`config.mk`:
```
export PLATFORM = sky130hd
export DESIGN_NAME = fifo_sync_param
export DESIGN_NICKNAME = d
export VERILOG_FILES = /design/src/rtl/fifo_pkg.sv /design/src/rtl/fifo_mem.sv /design/src/rtl/fifo_sync_param.sv
export SDC_FILE = /design/constraint.sdc
export NUM_CORES = 1
export LEC_CHECK = 0
export CORE_ASPECT_RATIO = 1.1
export CORE_UTILIZATION = 62
export DETAILED_ROUTE_END_ITERATION = 12
export GPL_ROUTABILITY_DRIVEN = 0
export PLACE_DENSITY = 0.89
export SLEW_MARGIN = 20
export SYNTH_ARGS = -nofsm -noshare
export SYNTH_HDL_FRONTEND = slang
export SYNTH_SLANG_ARGS = --single-unit
```
`constraint.sdc`:
```
create_clock -name clk -period 4.79 [get_ports clk]
set_clock_uncertainty 0.15 [all_clocks]
set_input_delay 0.958 -clock clk [delete_from_list [all_inputs] [get_ports clk]]
set_output_delay 0.958 -clock clk [all_outputs]
set_load 0.02 [all_outputs]
```
`src/rtl/fifo_pkg.sv`:
```
// Shared sizing helpers and default parameters for the synchronous FIFO family.
package fifo_pkg;

  localparam int FIFO_DEF_WIDTH = 16;
  localparam int FIFO_DEF_DEPTH = 8;

  // Occupancy needs to represent 0..DEPTH inclusive.
  function automatic int fifo_cw(input int depth);
    return $clog2(depth + 1);
  endfunction

  function automatic int fifo_pw(input int depth);
    return $clog2(depth);
  endfunction

endpackage : fifo_pkg

```
`src/rtl/fifo_mem.sv`:
```
// Simple dual-port register array: one synchronous write port, one asynchronous read port.
module fifo_mem
  import fifo_pkg::*;
#(
  parameter int WIDTH = FIFO_DEF_WIDTH,
  parameter int DEPTH = FIFO_DEF_DEPTH,
  parameter int PW    = fifo_pw(DEPTH)
) (
  input  logic             clk,
  input  logic             we_i,
  input  logic [PW-1:0]    waddr_i,
  input  logic [WIDTH-1:0] wdata_i,
  input  logic [PW-1:0]    raddr_i,
  output logic [WIDTH-1:0] rdata_o
);

  logic [WIDTH-1:0] mem_q [DEPTH];

  // NOTE: storage has no reset; the pointers and count define which entries are valid.
  always_ff @(posedge clk) begin
    if (we_i) begin
      mem_q[waddr_i] <= wdata_i;
    end
  end

  assign rdata_o = mem_q[raddr_i];

endmodule : fifo_mem

```
`src/rtl/fifo_sync_param.sv`:
```
// Parametrised single-clock FIFO with occupancy, almost-full/empty and error pulses.
// Define FIFO_FWFT_EN for first-word-fall-through read behaviour.
module fifo_sync_param
  import fifo_pkg::*;
#(
  parameter int WIDTH     = FIFO_DEF_WIDTH,
  parameter int DEPTH     = FIFO_DEF_DEPTH,
  parameter int AF_THRESH = DEPTH - 1,
  parameter int AE_THRESH = 1,
  localparam int CW       = fifo_cw(DEPTH)
) (
  input  logic             clk,
  input  logic             rst,
  input  logic             push,
  input  logic             pop,
  input  logic [WIDTH-1:0] data_in,
  output logic [WIDTH-1:0] data_out,
  output logic             fifo_ful,
  output logic             fifo_emp,
  output logic             almost_full,
  output logic             almost_empty,
  output logic [CW-1:0]    count,
  output logic             overflow,
  output logic             underflow
);

  localparam int            PW       = fifo_pw(DEPTH);
  localparam logic [PW-1:0] LAST_PTR = PW'(DEPTH - 1);
  localparam logic [CW-1:0] FULL_LVL = CW'(DEPTH);
  localparam logic [CW-1:0] AF_LVL   = CW'(AF_THRESH);
  localparam logic [CW-1:0] AE_LVL   = CW'(AE_THRESH);

  if (AF_THRESH > DEPTH || AE_THRESH >= DEPTH) begin : g_param_err
    $error("fifo_sync_param: AF_THRESH must be <= DEPTH and AE_THRESH < DEPTH");
  end

  logic [PW-1:0]    wr_ptr_q, wr_ptr_d;
  logic [PW-1:0]    rd_ptr_q, rd_ptr_d;
  logic [CW-1:0]    count_q, count_d;
  logic             full_q, full_d;
  logic             empty_q, empty_d;
  logic             afull_q, afull_d;
  logic             aempty_q, aempty_d;
  logic             ovf_q, ovf_d;
  logic             unf_q, unf_d;
  logic             push_ok, pop_ok;
  logic [WIDTH-1:0] rdata;

  // Explicit wrap so non-power-of-2 depths never index past the last entry.
  function automatic logic [PW-1:0] ptr_inc(input logic [PW-1:0] ptr);
    return (ptr == LAST_PTR) ? '0 : ptr + PW'(1);
  endfunction

  // A push into a full FIFO is still taken when a pop frees the slot on the same edge.
  assign push_ok = push & (~full_q | pop);
  assign pop_ok  = pop & ~empty_q;

  // NOTE: every combinational output gets a default first so no latch can be inferred.
  always_comb begin
    wr_ptr_d = wr_ptr_q;
    rd_ptr_d = rd_ptr_q;
    count_d  = count_q + CW'(push_ok) - CW'(pop_ok);
    if (push_ok) wr_ptr_d = ptr_inc(wr_ptr_q);
    if (pop_ok)  rd_ptr_d = ptr_inc(rd_ptr_q);
    full_d   = (count_d == FULL_LVL);
    empty_d  = (count_d == '0);
    afull_d  = (count_d >= AF_LVL);
    aempty_d = (count_d <= AE_LVL);
    ovf_d    = push & ~push_ok;
    unf_d    = pop & ~pop_ok;
  end

  // NOTE: sequential state uses non-blocking assignments so every register samples pre-edge values.
  always_ff @(posedge clk or posedge rst) begin
    if (rst) begin
      wr_ptr_q <= '0;
      rd_ptr_q <= '0;
      count_q  <= '0;
      full_q   <= 1'b0;
      empty_q  <= 1'b1;
      afull_q  <= (AF_THRESH == 0);
      aempty_q <= 1'b1;
      ovf_q    <= 1'b0;
      unf_q    <= 1'b0;
    end else begin
      wr_ptr_q <= wr_ptr_d;
      rd_ptr_q <= rd_ptr_d;
      count_q  <= count_d;
      full_q   <= full_d;
      empty_q  <= empty_d;
      afull_q  <= afull_d;
      aempty_q <= aempty_d;
      ovf_q    <= ovf_d;
      unf_q    <= unf_d;
    end
  end

  fifo_mem #(
    .WIDTH (WIDTH),
    .DEPTH (DEPTH),
    .PW    (PW)
  ) u_mem (
    .clk     (clk),
    .we_i    (push_ok),
    .waddr_i (wr_ptr_q),
    .wdata_i (data_in),
    .raddr_i (rd_ptr_q),
    .rdata_o (rdata)
  );

`ifdef FIFO_FWFT_EN
  // Head entry is shown directly; zero while nothing is stored.
  assign data_out = empty_q ? '0 : rdata;
`else
  logic [WIDTH-1:0] dout_q;

  // On a full push+pop the write lands in the slot being read, so the old head is captured.
  always_ff @(posedge clk or posedge rst) begin
    if (rst) begin
      dout_q <= '0;
    end else if (pop_ok) begin
      dout_q <= rdata;
    end
  end

  assign data_out = dout_q;
`endif

  assign count        = count_q;
  assign fifo_ful     = full_q;
  assign fifo_emp     = empty_q;
  assign almost_full  = afull_q;
  assign almost_empty = aempty_q;
  assign overflow     = ovf_q;
  assign underflow    = unf_q;

endmodule : fifo_sync_param

```
==> metrics.csv <==
metric,value,unit
drt_drc_violations_left,3,
die_area,10600,um2
cts_buffers,17,
grt_first_pass_wirelength,19.1,mm
fmax,0.309,GHz
clock-root-buffer,sky130_fd_sc_hd__clkbuf_8,
finalWorstSetupSlack,1.55,ns
insertedDiodeCount,0,
instances_no_fill,579,
setup_viol_count_final,0,
power_leakage,2.85,nW
pre_cts_ws,1.10,ns
synth_area_leader_cell,sky130_fd_sc_hd__edfxtp_1,
resized_cells_post_cts,0,
layout.nets,475,
clk_pin_slew,0.06,ns
fp.dieW,98.1,um
synth_seq_cells,160,
reg2regPathDepth,11,
crit_path_end_kind,register,
routed_wirelength,12.6,mm
power_per_cell_area,630,nW/um2
die_h,108,um
hold_viol_final,0,
postCtsSetupBuffers,0,
via_count_of_the_first_global_routing_pass,3632,
netlist-cell-type-count,34,
ff_latch_area,4650,um2
core_region_area,9890,um2
timing.final.crit_share,0.675,
vias_per_cell,6.10,
multi_input_area,1490,um2
post_synth_xor_area_fraction,0.00536,
worstPathMaxFanout,10,
synth_edf_count,128,
status,"complete, but fails checks",
timing.setup.critical_path_class,in2reg,
grt_antenna_before_repair,0,
violations_in_the_final_reports,DRC,
crit_path_start_kind,input pin,
yosysMostFrequentCell,sky130_fd_sc_hd__edfxtp_1,
worst_hold_path_type,reg2reg,
timing.final.crit_period,3.24,ns
port_buffers,45,
syn_area,6300,um2
floorplan.initialDensity,0.637,
vias,3534,
drt_first_pass_iters,12,
post_synth_fa_ha_maj_area_fraction,0.0191,
synth_area_per_cell,16.3,um2
synthesis.nets,415,
min_delay_path_depth,2,
synth_top_cells_by_count,"sky130_fd_sc_hd__edfxtp_1 (128), sky130_fd_sc_hd__mux2i_1 (64), sky130_fd_sc_hd__nand2_1 (41)",
grt_overflow,0,
detailedRoute.firstIterationViolations,294,
synth_top_family_by_area,multiplexers,
synth-seq-area-share,0.737,
slew_violations,0,
yosys.area_share.simple,0.0594,
tritoncts,built,
wire_per_inst,21.8,um
fillCellCount,563,
post-synth-top-area-fraction,0.610,
synthFlopType,sky130_fd_sc_hd__edfxtp_1,
synth_compound_area_frac,0.0453,
sum_of_negative_setup_slack,0,ns
asyncSetResetFlopFracSynth,0.200,
syn2layout_area_growth,19.1,%
ctsHoldBuffers,0,
tightestPinTransition,1.14,ns
clkSinkCount,160,
yosys-top-cells-area,"sky130_fd_sc_hd__edfxtp_1 (61%), sky130_fd_sc_hd__dfrtp_1 (12%), sky130_fd_sc_hd__mux2i_1 (10%)",
place.detailed.instances,547,
rsz_0062_raised_after_global_routing,false,
ir_worst_vdd,0.331,mV
grt_max_degree,68,
clk_latency,0.53,ns
count_of_nets_left_with_antenna_violations_after_detail_routing,0,
worstPathRequired,5.06,ns
cts_max_path_buffers,2,
final_layout_size_suffix_gt1_frac,0.122,
num_rows,38,
grt.total_usage,0.255,
hpwl_reported_at_the_end_of_detailed_placement,6.98,mm
synthMuxAreaShare,0.103,
post_synth_inst_count,386,
cts.htree.levels,4,
max-slew-margin-rel,0.240,
number_of_maximum_capacitance_constraint_violations,0,
ys.warnings.count,0,
critical_path_arrival,3.50,ns
design.portCount,46,
[layer usage]
layer / vias to the layer above / track usage / part of all wire
met5: - / 0 / 0
met4: 0 / 0.140 / 0.028
met3: 32 / 0.0701 / 0.071
met2: 156 / 0.436 / 0.52
met1: 1769 / 0.292 / 0.38
li1: 1577 / - / -
[layout by cell type (no fill, tap or decap), drive strengths merged, types with 2 or more instances in the layout]
cell type	synthesis	layout
edfxtp	128	128
mux2i	64	64
clkdlybuf4s50	0	45
nand2	41	41
a22oi	32	32
dfrtp	30	30
clkbuf	4	19
nand3	17	17
buf	14	14
inv	9	10
ha	8	8
nor3	7	7
nor2	6	6
nand2b	5	5
clkinv	1	5
bufinv	0	4
clkinvlp	0	4
a21o	3	3
and2	2	2
dfstp	2	2
nor2b	2	2
xnor2	2	2
[power by group]
part	switching, mW	leakage, nW	internal, mW
combinational	0.711	1.01	0.594
clock	0.533	0.290	0.861
sequential	0.251	1.55	1.78
[layout make-up]
class,count,area share
tap,120,0.0200
clock buffer,19,0.0575
timing repair buffer,59,0.0740
clock inverter,13,0.0248
multi-input combinational,198,0.199
sequential,160,0.620
inverter,10,0.00500
[kinds of logic (layout without fill, tap and decap cells)]
logic type,Yosys count,count (layout)
AOI/OAI and AO/OA,38,38
xor gates and xnor gates,3,3
muxes,65,65
DFF,160,160
adders and majority gates,9,9
buffers and inverters,28,101
and+or+nand+nor,83,83
[path summary, 6_finish.rpt]
kind	startpoint	to	slack (ns)
min reg2reg	data_out[5]$_DFFE_PP0P_	data_out[5]$_DFFE_PP0P_	0.32
min	data_out[5]$_DFFE_PP0P_	data_out[5]$_DFFE_PP0P_	0.32
max reg2reg	fifo_emp$_DFF_PP1_	almost_full$_DFF_PP0_	2.08
max in group asynchronous	rst	rd_ptr_q[0]$_DFFE_PP0P_	3.07
min in group asynchronous	rst	data_out[5]$_DFFE_PP0P_	0.72
max	pop	almost_full$_DFF_PP0_	1.55
[worst max-delay path: stages]
cell and delay, ns:
sky130_fd_sc_hd__clkdlybuf4s50_1 0.50, sky130_fd_sc_hd__nand2b_1 0.18, sky130_fd_sc_hd__nand2_1 0.28, sky130_fd_sc_hd__ha_1 0.39
sky130_fd_sc_hd__inv_1 0.06, sky130_fd_sc_hd__ha_1 0.16, sky130_fd_sc_hd__inv_1 0.06, sky130_fd_sc_hd__fa_1 0.37
sky130_fd_sc_hd__xor2_1 0.23, sky130_fd_sc_hd__inv_1 0.09, sky130_fd_sc_hd__a31o_1 0.23
[flip-flops by register name, summed over array words and instances, names as in the netlist]
register / flops
wr_ptr_q: 3
underflow: 1
almost_full: 1
fifo_emp: 1
fifo_ful: 1
rd_ptr_q: 3
u_mem.mem_q: 128
count: 4
overflow: 1
data_out: 16
almost_empty: 1
[metrics by stage]
step / cell area, um2 / hold slack, ns / utilization / total power, mW
global placement: 6890 / 0.307 / 0.696 / 3.26
detailed placement: 6890 / 0.312 / 0.696 / 3.33
floorplan: 6300 / 0.363 / - / 2.89
CTS: 7510 / 0.328 / 0.759 / 4.74
finish: 7510 / 0.322 / 0.759 / 4.73
global route: 7510 / 0.348 / 0.759 / 4.93
(Power assumes the default switching activity.)
